===== src/rtl/mskand_hpc3_rnd_feeder_if.sv =====
// Handshake bundle between the PRNG (in_*) and the HPC3 gadget bank (out_*).
// slave is the feeder side; master is the side that drives PRNG words and consumes randomness.
interface mskand_hpc3_rnd_feeder_if #(
    parameter int IN_W  = 24,
    parameter int OUT_W = 32
);
    // A word moves on in_* when in_valid & in_ready are both high at a rising edge;
    // OUT_W bits move on out_* when out_valid & out_ready are both high at a rising edge.
    // Neither valid waits on its ready, and neither ready depends on the opposite valid.
    logic             in_valid;
    logic             in_ready;
    logic [IN_W-1:0]  in_rnd;
    logic             out_valid;
    logic             out_ready;
    logic [OUT_W-1:0] out_rnd;

    modport slave (
        input  in_valid,
        output in_ready,
        input  in_rnd,
        output out_valid,
        input  out_ready,
        output out_rnd
    );

    modport master (
        output in_valid,
        input  in_ready,
        output in_rnd,
        input  out_valid,
        output out_ready,
        input  out_rnd
    );
endinterface


===== src/rtl/mskand_hpc3_rnd_feeder.sv =====
// Width-adapting randomness buffer feeding IN_W-bit PRNG words to a bank of HPC3 AND gadgets.
// Optional macro RND_STALL_CNT_EN adds a saturating stall_cnt output.
module mskand_hpc3_rnd_feeder #(
    parameter int d        = 2,
    parameter int NGADGETS = 16,
    parameter int IN_W     = 24
) (
    input  logic clk,
    input  logic rst_n,
    input  logic flush,
    mskand_hpc3_rnd_feeder_if.slave rnd_if
`ifdef RND_STALL_CNT_EN
    ,
    output logic [15:0] stall_cnt
`endif
);
    localparam int HPC3RND = d * (d - 1);
    localparam int OUT_W   = NGADGETS * HPC3RND;
    localparam int BUF_W   = OUT_W + IN_W;
    localparam int LW      = $clog2(BUF_W + 1);
    localparam int NET     = (IN_W >= OUT_W) ? (IN_W - OUT_W) : (OUT_W - IN_W);

    logic [BUF_W-1:0] rnd_buf, buf_d, shifted;
    logic [LW-1:0]    level, level_d, wr_pos;
    logic             in_rdy, out_vld, push, pop;

    assign in_rdy  = (level <= LW'(OUT_W));
    assign out_vld = (level >= LW'(OUT_W));
    assign push    = rnd_if.in_valid & in_rdy;
    assign pop     = out_vld & rnd_if.out_ready;

    assign rnd_if.in_ready  = in_rdy;
    assign rnd_if.out_valid = out_vld;
    assign rnd_if.out_rnd   = rnd_buf[OUT_W-1:0];

    // Everything above level is kept zero, so an OR is enough to drop the new word in.
    always_comb begin
        shifted = rnd_buf;
        wr_pos  = level;
        buf_d   = rnd_buf;
        level_d = level;
        if (flush) begin
            buf_d   = '0;
            level_d = '0;
        end else begin
            if (pop) begin
                shifted = rnd_buf >> OUT_W;
                wr_pos  = level - LW'(OUT_W);
            end
            buf_d = shifted;
            if (push) begin
                buf_d = shifted | (BUF_W'(rnd_if.in_rnd) << wr_pos);
            end
            case ({push, pop})
                2'b10:   level_d = level + LW'(IN_W);
                2'b01:   level_d = level - LW'(OUT_W);
                2'b11: begin
                    if (IN_W >= OUT_W) level_d = level + LW'(NET);
                    else               level_d = level - LW'(NET);
                end
                default: level_d = level;
            endcase
        end
    end

    always_ff @(posedge clk or negedge rst_n) begin
        if (!rst_n) begin
            rnd_buf <= '0;
            level   <= '0;
        end else begin
            rnd_buf <= buf_d;
            level   <= level_d;
        end
    end

`ifdef RND_STALL_CNT_EN
    // Counts cycles where the gadgets wanted randomness but none was ready; flush leaves it alone.
    always_ff @(posedge clk or negedge rst_n) begin
        if (!rst_n) begin
            stall_cnt <= '0;
        end else if (rnd_if.out_ready && !out_vld && (stall_cnt != 16'hFFFF)) begin
            stall_cnt <= stall_cnt + 16'd1;
        end
    end
`endif
endmodule


===== src/flat_wrapper.sv =====
// flat-port wrapper written by rule: the top's interface ports become plain ports
module mskand_hpc3_rnd_feeder_flat 
#(
    parameter int d        = 2,
    parameter int NGADGETS = 16,
    parameter int IN_W     = 24
)
  (clk, rst_n, flush, rnd_if_in_valid, rnd_if_in_ready, rnd_if_in_rnd, rnd_if_out_valid, rnd_if_out_ready, rnd_if_out_rnd);
  mskand_hpc3_rnd_feeder_if #(.IN_W(IN_W), .OUT_W((32))) rnd_if_i ();
  input  logic clk;
  input  logic rst_n;
  input  logic flush;
  input wire logic [$bits(rnd_if_i.in_valid)-1:0] rnd_if_in_valid;
  output wire logic [$bits(rnd_if_i.in_ready)-1:0] rnd_if_in_ready;
  input wire logic [$bits(rnd_if_i.in_rnd)-1:0] rnd_if_in_rnd;
  output wire logic [$bits(rnd_if_i.out_valid)-1:0] rnd_if_out_valid;
  input wire logic [$bits(rnd_if_i.out_ready)-1:0] rnd_if_out_ready;
  output wire logic [$bits(rnd_if_i.out_rnd)-1:0] rnd_if_out_rnd;
  assign rnd_if_i.in_valid = rnd_if_in_valid;
  assign rnd_if_in_ready = rnd_if_i.in_ready;
  assign rnd_if_i.in_rnd = rnd_if_in_rnd;
  assign rnd_if_out_valid = rnd_if_i.out_valid;
  assign rnd_if_i.out_ready = rnd_if_out_ready;
  assign rnd_if_out_rnd = rnd_if_i.out_rnd;
  mskand_hpc3_rnd_feeder #(.d(d), .NGADGETS(NGADGETS), .IN_W(IN_W)) u_core (.clk(clk), .rst_n(rst_n), .flush(flush), .rnd_if(rnd_if_i));
endmodule

===== config.mk =====
export PLATFORM = sky130hd
export DESIGN_NAME = mskand_hpc3_rnd_feeder_flat
export DESIGN_NICKNAME = d
export VERILOG_FILES = /design/src/rtl/mskand_hpc3_rnd_feeder_if.sv /design/src/rtl/mskand_hpc3_rnd_feeder.sv /design/src/flat_wrapper.sv
export SDC_FILE = /design/constraint.sdc
export NUM_CORES = 1
export LEC_CHECK = 0
export CORE_MARGIN = 5
export CORE_UTILIZATION = 45
export DETAILED_ROUTE_END_ITERATION = 7
export PLACE_DENSITY = 0.71
export SYNTH_ARGS = -nofsm -noshare
export SYNTH_HDL_FRONTEND = slang
export SYNTH_SLANG_ARGS = --single-unit

===== constraint.sdc =====
create_clock -name clk -period 2.6 [get_ports clk]
set_input_delay 0.39 -clock clk [delete_from_list [all_inputs] [get_ports clk]]
set_output_delay 0.39 -clock clk [all_outputs]
set_load 0.03 [all_outputs]

==> results.md, run 1 <==
* Routed WL at 8.85 mm
* Clk_skew at 0.00809 ns
* Clk pwr share at 34.5%
* Post-route insts no fill at 458
* Avg Cell Area, Syn at 10.2 µm²
* CP arrival at 1.78 ns
* Clk root buf: clkbuf_8
* # diodes at 0
* Fin Setup TNS at 0 ns
* #FFs+latches synth at 59
* Unrepaired setup endpoints after global routing: false
* Dpl cells at 442
* First-pass GRT wire length at 13.8 mm
* CTS tree: yes
* Synth area leader: dfrtp_1
* Top cells by area, synth: dfrtp_1 (44%), mux2i_1 (9.6%), buf_4 (7.6%)
* Startpoint types: flip-flop
* Worst path required time at 2.21 ns
* Die W at 96.3 µm
* Setup ws final at 0.427 ns
* Final Setup Violations at 0
* Final Power at 2.57 mW
* Yosys warnings at 0
* Peak VDD IR at 326 µV
* Slew Limit Fails at 0
* Initial antenna violation count at 0
* Nature of the critical path endpoint: output pin
* Core box area at 0.00725 mm²
* Net Count, Synth at 361
* Post-synth ARST share at 100%
* Internal cell power at 1.77 mW
* Nets at 385
* Congestion Overflow GR at 0
* Post-synthesis sequential area ratio at 44.0%
* Crit path max fanout at 7
* Max-cap violations at 0
* Hold Vio Cnt, Final at 0
* Critical-path cell list: inv_1 -> ha_1 -> nand2b_1 -> dlymetal6s2s_1
* Detail Route Antenna Nets at 0
* Max_slew headroom at 55.8%
* HPWL after detailed placement at 6.26 mm
* Placer Congestion at 0.845
* Setup slack, reg-to-reg at 0.62 ns
* Area growth syn-to-layout at 20.4%
* Num CTS Buffers at 9
* Maximum root-to-sink buffer count at 2
* Pre-CTS setup slack at 0.412 ns
* Vias per cell at 5.77
* # port buffers at 62
* Most frequent cell after synthesis: dfrtp_1
* Fillers at 674
* Std-Cell Rows at 31
* Hold Path Class: in -> async
* Seq pwr share at 40.0%
* Clk slew on worst S/H paths at 0.07 ns
* Die ar. at 0.00927 mm²
* Vias in the first global route at 2652
* Mapped Cells at 330
* Fmax at 460 MHz
* DR pass1 iterations at 5
* Ports at 63
* Vias at 2643
* Worst path max stage delay at 0.38 ns
* Post-synthesis cell type count at 36
* Worst Setup Path Type: reg -> out
* Post-synth EDFFs at 0
* Drc violations at 0
* Sw Share at 30.9%
* Mapped cell area at 0.00335 mm²
* Share of post-route cells with drive strength above 1 at 11.1%
* Wire per inst at 19.3 µm
* Leakage power at 1.78 nW
* CP max-delay cell: dfrtp_1
* Ys flop type: dfrtp_1
* Largest net degree at the start of global routing at 33
* Status: finished, final reports clean
* Synth top area share at 44.0%
* Pwr/cell area at 636 mW/mm²
* Gate power share at 25.5%
* Drt initial violations at 169
* Slew @ Worst Pin at 0.662 ns
* Die Y at 96.3 µm
* Final Cycle Share at 83.6%
* Skew-Pair Late Insertion Delay at 0.35 ns
* Gr usage total at 20.1%
* Clock Sinks at 59
* Leading cell types by count after synthesis: dfrtp_1 (59), buf_4 (34), mux2i_1 (32), nand2_1 (29), o22ai_1 (23)
* Net Sw Power at 793 µW
* Initial Utilization at 46.2%
* Fin crit period at 2.17 ns
* H-tree levels at 3
## stage by stage
stage | instance area [µm²] | utilization, % | hold WS [ns]
2_1_floorplan | 3350 | - | 0.0944
4_1_cts | 4030 | 55.6 | 0.0801
3_5_place_dp | 3820 | 52.7 | 0.455
5_1_grt | 4040 | 55.6 | 0.129
6_report | 4040 | 55.6 | 0.0734
3_3_place_gp | 3820 | 52.7 | 0.457
## critical path: cells and delay by family, from the launching register on
kind                     cells  cell delay [ns]
adder cells (fa/ha/maj)      1             0.27
AND/OR/NAND/NOR              1             0.26
buffers and inverters        2             0.52
flip-flops                   1             0.38
## registers in the layout (all words and copies together), names as in the netlist
| signal | count |
|---|---|
| u_core.rnd_buf | 56 |
| u_core.level | 3 |
## power groups by stage
stage	logic [mW]	registers, mW	clock network [mW]
finish	0.655	1.03	0.886
global route	0.701	1.03	0.943
CTS	0.655	1.03	0.899
detailed placement	0.651	1.04	0
global placement	0.643	1.04	0
floorplan	0.470	1.03	0
## kinds of logic after synthesis
group / count (synthesis) / synth area share (%)
AO/OA/AOI/OAI: 94 / 19.3
buffers and inverters: 69 / 12.4
AND/OR/NAND/NOR: 66 / 11.3
flip-flops: 59 / 44.0
multiplexers: 40 / 12.2
adder cells (fa/ha/maj): 2 / 0.746
## cell usage in the layout (no fill, tap or decap), drive strengths merged, types with 9 or more instances in the layout
cell / instances
clkdlybuf4s50: 60
dfrtp: 59
mux2i: 32
nand2: 29
o22ai: 23
o21ai: 17
a32oi: 14
buf: 13
clkbuf: 12
a21oi: 11
nand2b: 10
nand3b: 9
## final cells by class
type                       count  area (µm²)  area share, %
tap                           99         124           3.07
sequential                    59        1480           36.6
clock buffer                  12         165           4.09
clock inverter                 4        47.5           1.18
inverter                       8        30.0          0.744
timing repair buffer          74         733           18.2
multi-input combinational    202        1460           36.2
## path summary, 6_finish.rpt
kind                                      endpoint          startpoint  depth (start not counted)
worst max-delay path               rnd_if_in_ready     u_core.level[4]                          4
worst min-delay path            u_core.rnd_buf[37]               rst_n                          1
worst max register to register   u_core.rnd_buf[6]     u_core.level[4]                          5
worst min register to register  u_core.rnd_buf[54]  u_core.rnd_buf[54]                          2
max in group asynchronous       u_core.rnd_buf[14]               rst_n                          2
min in group clk                u_core.rnd_buf[54]  u_core.rnd_buf[54]                          2
## repair_timing
action | in CTS | in global routing
gates resized for setup | 0 | 1
setup endpoints to repair | 0 | 1
hold buffers | 0 | 0
buffers inserted | 0 | 0
## routing by layer
layer | up-vias | GRT usage, % | routed length, µm
met1 | 1307 | 26.1 | 3780
met5 | - | 0 | 0
li1 | 1235 | - | -
met3 | 13 | 4.46 | 590
met4 | 0 | 7.59 | 154
met2 | 88 | 32.7 | 4330
No activity file was read; power rests on OpenSTA's default activity.
==> inputs of run 2 (changes only) <==
clock period = 2 ns   (was 2.6 ns; I/O delays follow)
==> results.md, run 2 (same netlist as run 1, synthesis figures left out) <==
* Hold Vio Cnt, Final at 0 (unchanged)
* Worst path required time at 1.70 ns (was 2.21 ns)
* Crit. path cell count at 1 (was 4)
* Initial antenna violation count at 0 (unchanged)
* Die Y at 96.3 µm (unchanged)
* Most crowded layer after global routing: met2 (unchanged)
* M2 GR Usage at 31.8% (was 32.7%)
* Fmax at 517 MHz
* Startpoint types: flip-flop (unchanged)
* Final Power at 3.56 mW (was 2.57 mW)
* Design area at 0.00415 mm² (was 0.00404 mm²)
* Most common cell after layout, fill and taps aside: clkdlybuf4s50_1 (unchanged)
* Hold Path Class: reg -> reg (was in -> async)
* Fin crit period at 1.94 ns
* Pwr/cell area at 856 mW/mm² (was 636 mW/mm²)
* Status: finished, final reports clean (unchanged)
* Clk slew on worst S/H paths at 0.06 ns (was 0.07 ns)
* Peak VDD IR at 844 µV (was 326 µV)
* # diodes at 0 (unchanged)
* Final Cycle Share at 96.8%
* Num CTS Buffers at 9 (unchanged)
* Slew @ Worst Pin at 0.515 ns (was 0.662 ns)
* Detail Route Antenna Nets at 0 (unchanged)
* Crit path buffers/inverters at 1 (was 2)
* Clk_skew at 0.0101 ns (was 0.00809 ns)
* Nature of the critical path endpoint: output pin (unchanged)
* Worst Setup Path Type: reg -> out (unchanged)
* Vias per cell at 5.84 (was 5.77)
* Reg2reg end: u_core.rnd_buf[18] (was u_core.rnd_buf[6])
* Drc violations at 0 (unchanged)
* CTS tree: yes (unchanged)
* Max reg flops at 56 (unchanged)
* Critical path endpoint: rnd_if_out_valid (was rnd_if_in_ready)
* Unrepaired setup endpoints after global routing: false (unchanged)
* Ports at 63 (unchanged)
* Nets at 397 (was 385)
* Gr usage total at 20.6% (was 20.1%)
* Family with the most delay on the worst path: buffers and inverters (unchanged)
* Initial Utilization at 46.2% (unchanged)
* Share of post-route cells with drive strength above 1 at 13.5% (was 11.1%)
* CP arrival at 1.64 ns (was 1.78 ns)
* Final Setup Violations at 0 (unchanged)
* Clock Sinks at 59 (unchanged)
* Std-Cell Rows at 31 (unchanged)
* Vias in the first global route at 2816 (was 2652)
* Post-CTS Setup Inserts at 0 (unchanged)
* Dpl cells at 453 (was 442)
* Core Util, Final at 57.3% (was 55.6%)
* Setup slack, reg-to-reg at 0.33 ns (was 0.62 ns)
* Slew Limit Fails at 0 (unchanged)
* Largest Register: u_core.rnd_buf (unchanged)
* Area growth syn-to-layout at 23.9% (was 20.4%)
* Crit path from: u_core.level[5] (was u_core.level[4])
* Most frequent cells in the layout: clkdlybuf4s50_1 (60), dfrtp_1 (59), mux2i_1 (32) (unchanged)
* Fin Setup TNS at 0 ns (unchanged)
* Leakage power at 1.85 nW (was 1.78 nW)
* Worst R2R Start: u_core.level[3] (was u_core.level[4])
* First-pass GRT wire length at 14.4 mm (was 13.8 mm)
* Max_slew headroom at 65.5% (was 55.8%)
* Critical-path cell list: clkdlybuf4s50_1 (was inv_1 -> ha_1 -> nand2b_1 -> dlymetal6s2s_1)
* Placer Congestion at 0.893 (was 0.845)
* Die ar. at 0.00927 mm² (unchanged)
* Wire per inst at 19.2 µm (was 19.3 µm)
* Worst path max stage delay at 0.74 ns (was 0.38 ns)
* Crit path max fanout at 9 (was 7)
* Setup ws final at 0.0641 ns (was 0.427 ns)
* Drt initial violations at 209 (was 169)
* Hold slack at 0.472 ns (was 0.0734 ns)
* Pre-CTS setup slack at 0.177 ns (was 0.412 ns)
* GR Layer Usage met3 at 5.55% (was 4.46%)
* CP max-delay cell: clkdlybuf4s50_1 (was dfrtp_1)
* Routed WL at 9.03 mm (was 8.85 mm)
* # port buffers at 62 (unchanged)
* DR pass1 iterations at 6 (was 5)
* Core box area at 0.00725 mm² (unchanged)
* HPWL after detailed placement at 6.29 mm (was 6.26 mm)
* Maximum root-to-sink buffer count at 2 (unchanged)
* Placed cell areas at 0.00390 mm² (was 0.00382 mm²)
* Post-route insts no fill at 470 (was 458)
* Top Registers: u_core.rnd_buf x56, u_core.level x3 (unchanged)
* Die W at 96.3 µm (unchanged)
* Max-cap violations at 0 (unchanged)
* Skew-Pair Late Insertion Delay at 0.36 ns (was 0.35 ns)
* Vias at 2745 (was 2643)
* Clk root buf: clkbuf_8 (unchanged)
* GRT met1 Usage at 27.3% (was 26.1%)
* Largest net degree at the start of global routing at 60 (was 33)
* FF-to-FF path depth at 4 (was 5)
* H-tree levels at 3 (unchanged)
* Congestion Overflow GR at 0 (unchanged)
[run 2: cell count changes in the layout (fill, tap and decap cells not counted), sizes merged]
cell / change
buf: +11
clkinvlp: -1
bufinv: +2
dlymetal6s2s: -1
clkbuf: -1
clkdlybuf4s15: +1
dlygate4sd3: +1
[run 2: per-layer routing]
metal,wire [µm],vias up
li1,-,1259
met1,3970,1333
met2,4170,128
met3,698,25
met4,190,0
met5,0,-
[run 2: what timing repair did]
action / 4_1_cts / 5_1_grt
hold buffers: 1 / 0
endpoints found under the setup margin: 1 / 1
gates resized for setup: 1 / 1
endpoints found under the hold margin: 59 / 0
[run 2: worst reg2reg max path: stages (launching register included)]
cell       delay (ns)
dfrtp_1          0.36
buf_4            0.30
mux2i_1          0.34
a2bb2oi_1        0.38
o22ai_1          0.16
[run 2: worst min path at each step]
| stage | from | endpoint | slack, ns | cells past startpoint |
|---|---|---|---|---|
| 2_1_floorplan | rst_n | u_core.level[3] | 0.004 | 0 |
| 3_3_place_gp | rst_n | u_core.rnd_buf[2] | 0.33 | 2 |
| 3_5_place_dp | rst_n | u_core.rnd_buf[2] | 0.33 | 2 |
| 4_1_cts | u_core.rnd_buf[55] | u_core.rnd_buf[55] | 0.48 | 2 |
| 5_1_grt | u_core.rnd_buf[55] | u_core.rnd_buf[55] | 0.51 | 2 |
| 6_report | u_core.rnd_buf[55] | u_core.rnd_buf[55] | 0.47 | 2 |
[run 2: final cells by class]
class	count	area [µm²]
timing repair buffer	86	823
sequential	59	1480
multi-input combinational	202	1460
inverter	8	30.0
clock inverter	5	100
clock buffer	11	141
tap	99	124
fill	648	3100
[run 2: report_power, final]
| group | switching, mW | internal [mW] | leakage (nW) |
|---|---|---|---|
| logic | 0.507 | 0.376 | 0.925 |
| clock network | 0.483 | 0.857 | 0.123 |
| registers | 0.0543 | 1.28 | 0.802 |
